**src/rtl/lane_fifo.sv**
```systemverilog
`default_nettype none
// ============================================================================
// lane_fifo : per-lane synchronous FIFO behind the 1:2 demux (clk_2f domain)
// Rev 1.0   : initial release
// ============================================================================
module lane_fifo #(
  parameter int unsigned DATA_WIDTH      = 8,
  parameter int unsigned ADDR_WIDTH      = 2,
  parameter int unsigned ALMOST_FULL_TH  = 3,
  parameter int unsigned ALMOST_EMPTY_TH = 1
) (
  input  logic                  clk_2f,
  input  logic                  reset,
  input  logic [DATA_WIDTH-1:0] data_in,
  input  logic                  push,
  input  logic                  pop,
  output logic [DATA_WIDTH-1:0] data_out,
  output logic                  valid_out,
  output logic                  full,
  output logic                  empty,
  output logic                  almost_full,
  output logic                  almost_empty,
  output logic                  err_overflow,
  output logic                  err_underflow
);

  localparam int unsigned            DEPTH     = 1 << ADDR_WIDTH;
  localparam logic [ADDR_WIDTH:0]    C_DEPTH   = {1'b1, {ADDR_WIDTH{1'b0}}};
  localparam logic [ADDR_WIDTH:0]    C_AF_TH   = ALMOST_FULL_TH[ADDR_WIDTH:0];
  localparam logic [ADDR_WIDTH:0]    C_AE_TH   = ALMOST_EMPTY_TH[ADDR_WIDTH:0];
  localparam logic [ADDR_WIDTH-1:0]  C_PTR_ONE = ADDR_WIDTH'(1);
  localparam logic [ADDR_WIDTH:0]    C_CNT_ONE = (ADDR_WIDTH + 1)'(1);

  logic [DATA_WIDTH-1:0] mem_q [DEPTH];

  logic [ADDR_WIDTH-1:0] wr_ptr_q, wr_ptr_d;
  logic [ADDR_WIDTH-1:0] rd_ptr_q, rd_ptr_d;
  logic [ADDR_WIDTH:0]   count_q, count_d;
  logic [DATA_WIDTH-1:0] data_out_q, data_out_d;
  logic                  valid_out_q, valid_out_d;
  logic                  err_overflow_q, err_overflow_d;
  logic                  err_underflow_q, err_underflow_d;

  logic w_full;
  logic w_empty;
  logic w_pop_ok;
  logic w_wr_en;

  // Flags decode the registered count only, so they lag the moving edge by one.
  assign w_full   = (count_q == C_DEPTH);
  assign w_empty  = (count_q == '0);
  assign w_pop_ok = pop && !w_empty;
  // A full FIFO still accepts a push when a pop frees a slot in the same cycle.
  assign w_wr_en  = push && (!w_full || w_pop_ok);

  always_comb begin
    wr_ptr_d        = wr_ptr_q;
    rd_ptr_d        = rd_ptr_q;
    count_d         = count_q;
    data_out_d      = data_out_q;
    valid_out_d     = 1'b0;
    err_overflow_d  = err_overflow_q;
    err_underflow_d = err_underflow_q;

    if (w_wr_en) begin
      wr_ptr_d = wr_ptr_q + C_PTR_ONE;
    end
    if (w_pop_ok) begin
      rd_ptr_d    = rd_ptr_q + C_PTR_ONE;
      data_out_d  = mem_q[rd_ptr_q];
      valid_out_d = 1'b1;
    end

    case ({w_wr_en, w_pop_ok})
      2'b10:   count_d = count_q + C_CNT_ONE;
      2'b01:   count_d = count_q - C_CNT_ONE;
      default: count_d = count_q;
    endcase

    if (push && !w_wr_en) begin
      err_overflow_d = 1'b1;
    end
    if (pop && w_empty) begin
      err_underflow_d = 1'b1;
    end
  end

  always_ff @(posedge clk_2f) begin
    if (reset) begin
      wr_ptr_q        <= '0;
      rd_ptr_q        <= '0;
      count_q         <= '0;
      data_out_q      <= '0;
      valid_out_q     <= 1'b0;
      err_overflow_q  <= 1'b0;
      err_underflow_q <= 1'b0;
    end else begin
      wr_ptr_q        <= wr_ptr_d;
      rd_ptr_q        <= rd_ptr_d;
      count_q         <= count_d;
      data_out_q      <= data_out_d;
      valid_out_q     <= valid_out_d;
      err_overflow_q  <= err_overflow_d;
      err_underflow_q <= err_underflow_d;
    end
  end

  // Storage is deliberately not reset; the pointers alone define what is valid.
  always_ff @(posedge clk_2f) begin
    if (!reset && w_wr_en) begin
      mem_q[wr_ptr_q] <= data_in;
    end
  end

  assign data_out      = data_out_q;
  assign valid_out     = valid_out_q;
  assign full          = w_full;
  assign empty         = w_empty;
  assign almost_full   = (count_q >= C_AF_TH);
  assign almost_empty  = (count_q <= C_AE_TH);
  assign err_overflow  = err_overflow_q;
  assign err_underflow = err_underflow_q;

endmodule
`default_nettype wire

```
**config.mk**
```make
export PLATFORM = sky130hd
export DESIGN_NAME = lane_fifo
export DESIGN_NICKNAME = d
export VERILOG_FILES = /design/src/rtl/lane_fifo.sv
export SDC_FILE = /design/constraint.sdc
export NUM_CORES = 1
export LEC_CHECK = 0
export BUFFER_PORTS_ARGS = -buffer_cell sky130_fd_sc_hd__buf_4
export CAP_MARGIN = 40
export CORE_ASPECT_RATIO = 0.75
export CORE_UTILIZATION = 40
export CTS_BUF_LIST = sky130_fd_sc_hd__clkbuf_8 sky130_fd_sc_hd__clkbuf_16
export CTS_CLUSTER_DIAMETER = 60
export DETAILED_ROUTE_END_ITERATION = 16
export GPL_TIMING_DRIVEN = 0
export PLACE_DENSITY = 0.63
export SETUP_SLACK_MARGIN = 0.1
export SYNTH_ARGS = -nofsm -noshare
export SYNTH_HDL_FRONTEND = slang
export SYNTH_SLANG_ARGS = --single-unit
```
**constraint.sdc**
```tcl
create_clock -name clk_2f -period 1.84 [get_ports clk_2f]
set_input_delay 0.46 -clock clk_2f [delete_from_list [all_inputs] [get_ports clk_2f]]
set_output_delay 0.46 -clock clk_2f [all_outputs]
set_load 0.02 [all_outputs]
```
Word-level counts from Yosys, hierarchy flattened
Memory sizes are Yosys's and may differ from the RTL's. A register that Yosys moved wholly into a read port is not among the register bits. Index checks and enable logic that the tools add are counted.

Register bits: 10. Bits in writable memories: 32. Input port bits: 12. Output and inout port bits: 15. Word-level logic and storage cells: 32. Memories kept: 1.

$add $sub $neg: 4. Order comparisons: 2. Eq/ne operators: 3. Multiplexer cells: 4. Reductions and logical operators: 12.

Memories: mem_q (words 4, width 8, rd ports 1, clocked after memory_dff 1, write ports 1, line 34) `logic [DATA_WIDTH-1:0] mem_q [DEPTH];`.

Operators with widths (count): $pmux W3 S2 (1); $logic_and A1 B1 Y1 (5); $add A2 B1 Y2 const B (2); $logic_not A1 Y1 (4); $add A3 B1 Y3 const B (1); $eq A3 B3 Y1 const B (1); $ge A3 B2 Y1 const B (1); $le A3 B1 Y1 const B (1); $logic_not A3 Y1 (1); $mux W1 (3); $sub A3 B1 Y3 const B (1); $eq A2 B1 Y1 const B (1); $eq A2 B2 Y1 const B (1); $reduce_bool A2 Y1 (1); $logic_or A1 B1 Y1 (1).

Longest topological paths before layout
Gate-level depths: netlist (run 1).

Depth after elaboration: 8. Mapped depth: 11. Gate-level depth less buffers: 9.

Worst setup path before layout (run 1)
No wires, ideal clock.

Kind: register to register. Start point: register count_q[0]. End point: memory mem_q[2][0], enable pin. Data arrival time: 1617 ps. Setup slack: -162 ps. Cell stages (with the launch flop): 6. Period minus slack after synthesis: 2002 ps. Cells stage by stage: dfxtp_1 -> inv_1 -> ha_1 -> nand3b_1 -> nand2_1 -> nor3b_1.

Cells in the longest elaborated chain, start to end: 8.

Ends and longest elaborated chain: start: declaration (line 38) `logic [ADDR_WIDTH:0] count_q, count_d;`; start signal: assignment (line 100) `count_q <= count_d;`; $logic_not A3 Y1 (line 51) `assign w_empty = (count_q == '0);`; $logic_not A1 Y1 (line 52) `assign w_pop_ok = pop && !w_empty;`; $logic_and A1 B1 Y1 (line 52); $logic_or A1 B1 Y1 * (line 54) `assign w_wr_en = push && (!w_full || w_pop_ok);`; $logic_and A1 B1 Y1 * (line 54); $logic_and A1 B1 Y1 * (line 110) `if (!reset && w_wr_en) begin`; $mux W1 * (line 110); $mux W1 (implied by the code) * (line 111) `mem_q[wr_ptr_q] <= data_in;`; end: declaration (line 34).

Mark *: on every way between the ends. The rest lies on a longest branch, timed or not.

Final worst setup path (run 1)
Start point: register count_q[0]. End point: output port almost_full.

Cells in the longest elaborated chain, start to end: 1.

Ends and longest elaborated chain: $ge A3 B2 Y1 (line 119) `assign almost_full = (count_q >= C_AF_TH);`; end: declaration (line 21) `output logic almost_full,`.

Every way passes these cells.

==> impl_metrics.ini, run 1 <==
[status]
outcome = complete, but fails checks
violations = design-rule violations

[pwr]
p_per_area_mw_per_mm2 = 1390
leakage_nw = 1.02
vdd_ir_drop_max_v = 0.000856

[critical_path]
crit_chain = ha_2 > ha_2 > nor2_2 > o21ai_1 > buf_4
cp_slowest_cell = dfxtp_4
cpMostUsedCell = ha_2
cp-end-kind = output port
cp_data_required_time_ps = 1380
cp_slowest_stage_delay_ps = 370
critPathKind = reg -> out
critPathArrivalTime_ps = 1290
timing.critical_path.fanout_max = 3
start_kind = register

[clock_network]
cts_inserted_buffers = 5
worstSkewPairLatency_ps = 300
clock_path_buffers = 2
cts_tree = built
root_buffer = clkbuf_8
htree_num_levels = 2
cts_num_sinks = 50
clk_pin_slew_worst_paths_ps = 90
ctsHoldBuffers = 0

[timing]
fin_crit_sh = 0.950
worst_clock_skew_ps = 1.90
worst_pin_slew_ps = 675
rsz0062_at_grt = true
timing.slew.headroom = 0.550
fmax_mhz = 572
setup_viol = 0
fin_setup_tns_ps = 0
finalCriticalPeriod_ps = 1750
hold_slack_ps = 353
hold_viol = 0
drv_slew = 0

[cells_and_area]
fin_util = 0.549
nets = 224
fin_area_sq_mm = 0.00270
areaGrowthSynthToFinish_pct = 30.8
layout-drive-gt1-share = 0.399
final_cells = 263
antennaDiodeCount = 0

[floorplanning]
die_h_um = 64.2
die_w_um = 85.0
ios = 27
rows = 22
initial_core_util = 0.419
die_area_sq_mm = 0.00546
core_area_sq_mm = 0.00493

[yosys]
synth_top_area_cell = edfxtp_1
synth_nets = 173
yosysTopAreaCellShare = 0.465
yosys-top-cells-area = edfxtp_1, dfxtp_1, mux4_2
syn_area_sq_mm = 0.00207
yosysMostFrequentCell = edfxtp_1
synth_flop_cell = edfxtp_1
synth-seq-cells = 50
synthArstFlopShare = 0
synth-edff-count = 32
syn_inst = 151
yosysSeqAreaShare = 0.640
avgSynthCellArea_sq_um = 13.7
ys_types = 29
yosysWarnings = 0
synthTopCellsByCount = edfxtp_1, dfxtp_1, a21oi_1

[placed_design]
dp.cells = 240
hpwl_mm = 2.82
port_buffers = 26
place_area_sq_mm = 0.00237
globalplace.congestion = 0.735

[route]
drc_errors = 1
viasPerCell = 5.21
drt_wl_total_mm = 4.20
via_count = 1371
dr.pass1.iters = 10
drt_iter0_drc = 65
ant_nets = 0
wl_per_cell_um = 16.0

[hold_path]
hp-class = in -> reg

[global_routing]
gr-total-overflow = 0
grt_pass1_wl_mm = 6.70
grt_pass1_vias = 1410
track_usage = 0.167
grt_max_degree = 18
antenna_found_initial = 0

[job]
drv_cap = 0
## per-stage QoR
stage / power, mW / setup WS, ps
after floorplan: 2.26 / -79.4
after global placement: 2.60 / -678
after detailed placement: 2.64 / -444
after CTS: 3.71 / 42.0
after global routing: 3.97 / 1.84
final: 3.76 / 92.0
## registers in the layout, indices dropped and copies added (netlist names)
name	cells
wr_ptr_q	2
mem_q	32
data_out	8
rd_ptr_q	2
err_overflow	1
err_underflow	1
count_q	3
valid_out	1
## cell type report
type	instances	area (sq um)
Fill cell	414	2220
Sequential cell	50	1330
Multi-Input combinational cell	84	747
Timing Repair Buffer	45	358
Tap cell	60	75.1
Clock buffer	5	68.8
Clock inverter	3	47.5
Inverter	9	41.3
Buffer	7	37.5
## worst paths after layout
kind	startpoint	cells past startpoint	endpoint	slack [ps]
setup / recovery	count_q[0]	5	almost_full	90
setup reg to reg	count_q[0]	7	count_q[0]	160
hold reg to reg	data_out[7]	2	data_out[7]	490
hold / removal	data_in[3]	1	mem_q[2][3]	350
## cells by family after synthesis
kind of cell               Yosys count  share of synthesized area
adders and majority gates           10                     0.0606
xor gates and xnor gates             2                    0.00848
DFF                                 50                      0.640
muxes                                8                     0.0872
AOI/OAI and AO/OA                   32                     0.0812
and+or+nand+nor                     32                     0.0848
buffers and inverters               17                     0.0382
## routing by layer
layer	wire length, um	track usage	up-vias
li1	-	-	654
met1	1810	0.197	683
met2	2190	0.297	29
met3	167	0.0452	5
met4	36	0.0508	0
met5	0	0	-
## critical path, delay by kind of cell, from the launching register on
family,cells,cell delay [ps]
simple gates,1,70
compound gates,1,60
buf+inv,1,150
fa+ha+maj,2,340
flops,1,370
## what timing repair did
action / in CTS / in global routing
setup buffers: 13 / 3
setup endpoints to repair: 38 / 7
resized for setup: 19 / 7
pin swaps: 6 / 1
cloned: 0 / 0
## report_power, final
part / internal (mW) / switching, mW
logic: 0.780 / 0.779
clock network: 0.412 / 0.381
registers: 1.33 / 0.0837
## cell usage in the layout, fill, tap and decap left out, types with 6 or more instances in the layout
master    count
edfxtp_1     32
a21oi_1      15
dfxtp_1      15
nand3_1      11
buf_4        43
o21ai_1       7
o21ai_0       6
nor2_1        7
mux4_2        8
Power figures use the tool's default switching activity.
==> inputs of run 2 (changes only) <==
--- a/config.mk
+++ b/config.mk
@@ -9,11 +9,12 @@
 export CAP_MARGIN = 40
 export CORE_ASPECT_RATIO = 0.75
 export CORE_UTILIZATION = 40
-export CTS_BUF_LIST = sky130_fd_sc_hd__clkbuf_8 sky130_fd_sc_hd__clkbuf_16
+export CTS_BUF_LIST = sky130_fd_sc_hd__clkbuf_4 sky130_fd_sc_hd__clkbuf_8
 export CTS_CLUSTER_DIAMETER = 60
 export DETAILED_ROUTE_END_ITERATION = 16
 export GPL_TIMING_DRIVEN = 0
 export PLACE_DENSITY = 0.63
+export REMOVE_ABC_BUFFERS = 1
 export SETUP_SLACK_MARGIN = 0.1
 export SYNTH_ARGS = -nofsm -noshare
 export SYNTH_HDL_FRONTEND = slang
==> impl_metrics.ini, run 2 (same netlist as run 1, synthesis figures left out) <==
[status]
outcome = complete, but fails checks
violations = design-rule violations

[clock_network]
root_buffer = clkbuf_8
clk_pin_slew_worst_paths_ps = 90
cts_tree = built
htree_num_levels = 2
worstSkewPairLatency_ps = 300
clock_path_buffers = 2
cts_inserted_buffers = 5
cts_num_sinks = 50

[timing]
rsz0062_at_grt = true
hold_viol = 0
worst_pin_slew_ps = 522
finalCriticalPeriod_ps = 1800
drv_slew = 0
fin_crit_sh = 0.977
worst_clock_skew_ps = 3.72
fmax_mhz = 556
timing.slew.headroom = 0.652
setup_viol = 0
setup_ws_ps = 42.6

[pwr]
p_per_area_mw_per_mm2 = 1340
intPower_mw = 2.32
vdd_ir_drop_max_v = 0.000428
leakage_nw = 0.994
seq_power_share = 0.411
p_sw_mw = 1.28
switching_share = 0.355
power_mw = 3.60
p_clk_frac = 0.178
p_comb_frac = 0.411

[critical_path]
path_depth = 7
timing.rr.end = mem_q[2][5]
cp_data_required_time_ps = 1870
critPathArrivalTime_ps = 1830
rr_startpoint = count_q[1]
cp_slowest_stage_delay_ps = 390
cpMostUsedCell = buf_6
start_kind = register
crit_chain = inv_6 > ha_4 > nand3b_1 > nand2_4 > buf_6 > nor3b_4 > buf_6
critPathBufInv = 3
cp-end-kind = register
critPathKind = reg -> reg
reg2reg_setup_slack_ps = 40
cp_top_family = simple AND/OR/NAND/NOR gates
timing.critical_path.fanout_max = 6
cp_slowest_cell = dfxtp_4
r2r_cells = 7

[global_routing]
grt_pass1_vias = 1363
grt_pass1_wl_mm = 6.91
track_usage = 0.172
antenna_found_initial = 0
grt_max_degree = 23
gr-total-overflow = 0

[cells_and_area]
fin_util = 0.546
layout-drive-gt1-share = 0.403
final_cell_mix = buf_4, edfxtp_1, a21oi_1
antennaDiodeCount = 0
top_register = mem_q
final_common_cell = buf_4
largest_reg_flops = 32
nets = 217
areaGrowthSynthToFinish_pct = 30.3

[hold_path]
min_to = mem_q[3][5]
hp-class = in -> reg
min_path_cells = 1
min_from = data_in[5]

[floorplanning]
core_area_sq_mm = 0.00493
ios = 27
initial_core_util = 0.419
die_w_um = 85.0
rows = 22
die_h_um = 64.2
die_area_sq_mm = 0.00546

[route]
dr.pass1.iters = 10
drc_errors = 2
m1WireLength_mm = 1.98
route.met2.wl_mm = 2.19
wl_met3_um = 164
drt_iter0_drc = 92
via_count = 1358
viasPerCell = 5.30
top_layer = met4
wl_per_cell_um = 17.1
drt_wl_total_mm = 4.39
ant_nets = 0

[placed_design]
globalplace.congestion = 0.758
hpwl_mm = 2.66
dp_slack_ps = -586
port_buffers = 26

[job]
drv_cap = 0
==> run 2: cell count changes in the layout (fill, tap and decap cells not counted), sizes merged <==
cell and change:
clkbuf -5, buf -2, clkinvlp +1, bufinv -1
==> run 2: repair_timing <==
action / in CTS / in global routing
pin swaps: 4 / 6
setup buffers: 10 / 6
hold buffers: 0 / 0
endpoints found under the setup margin: 39 / 39
resized for setup: 24 / 22
==> run 2: layout make-up <==
cell class | instances | area, sq um
clock buffer | 5 | 68.8
clock inverter | 3 | 20.0
fill | 408 | 2240
inverter | 9 | 48.8
multi-input combinational | 84 | 781
sequential | 50 | 1330
tap | 60 | 75.1
timing repair buffer | 45 | 364
==> run 2: power groups by stage <==
stage | Combinational, mW | Clock [mW] | Sequential [mW]
2_1_floorplan | 0.643 | 0 | 1.50
3_3_place_gp | 1.03 | 0 | 1.46
3_5_place_dp | 1.06 | 0 | 1.47
4_1_cts | 1.31 | 0.657 | 1.45
5_1_grt | 1.60 | 0.701 | 1.50
6_report | 1.48 | 0.640 | 1.48
==> run 2: worst max path at each step <==
stage	to	startpoint	slack, ps
2_1_floorplan	mem_q[2][0]	count_q[0]	-160
3_3_place_gp	mem_q[0][4]	count_q[0]	-810
3_5_place_dp	mem_q[2][4]	count_q[0]	-590
4_1_cts	almost_full	count_q[0]	70
5_1_grt	mem_q[2][5]	count_q[1]	-20
6_report	mem_q[2][5]	count_q[1]	40
==> run 2: routing by layer <==
metal | track usage | up-vias
met2 | 0.284 | 30
met5 | 0 | -
li1 | - | 644
met4 | 0.0678 | 0
met1 | 0.215 | 677
met3 | 0.0465 | 7
==> run 2: stage by stage <==
| step | instance area, sq um | TNS [ps] | instances | hold slack, ps |
|---|---|---|---|---|
| after floorplan | 2020 | -4810 | 143 | 478 |
| after global placement | 2290 | -25260 | 229 | 450 |
| after detailed placement | 2320 | -14140 | 232 | 466 |
| after CTS | 2560 | 0 | 250 | 339 |
| after global routing | 2690 | -136 | 256 | 337 |
| final | 2690 | 0 | 256 | 350 |
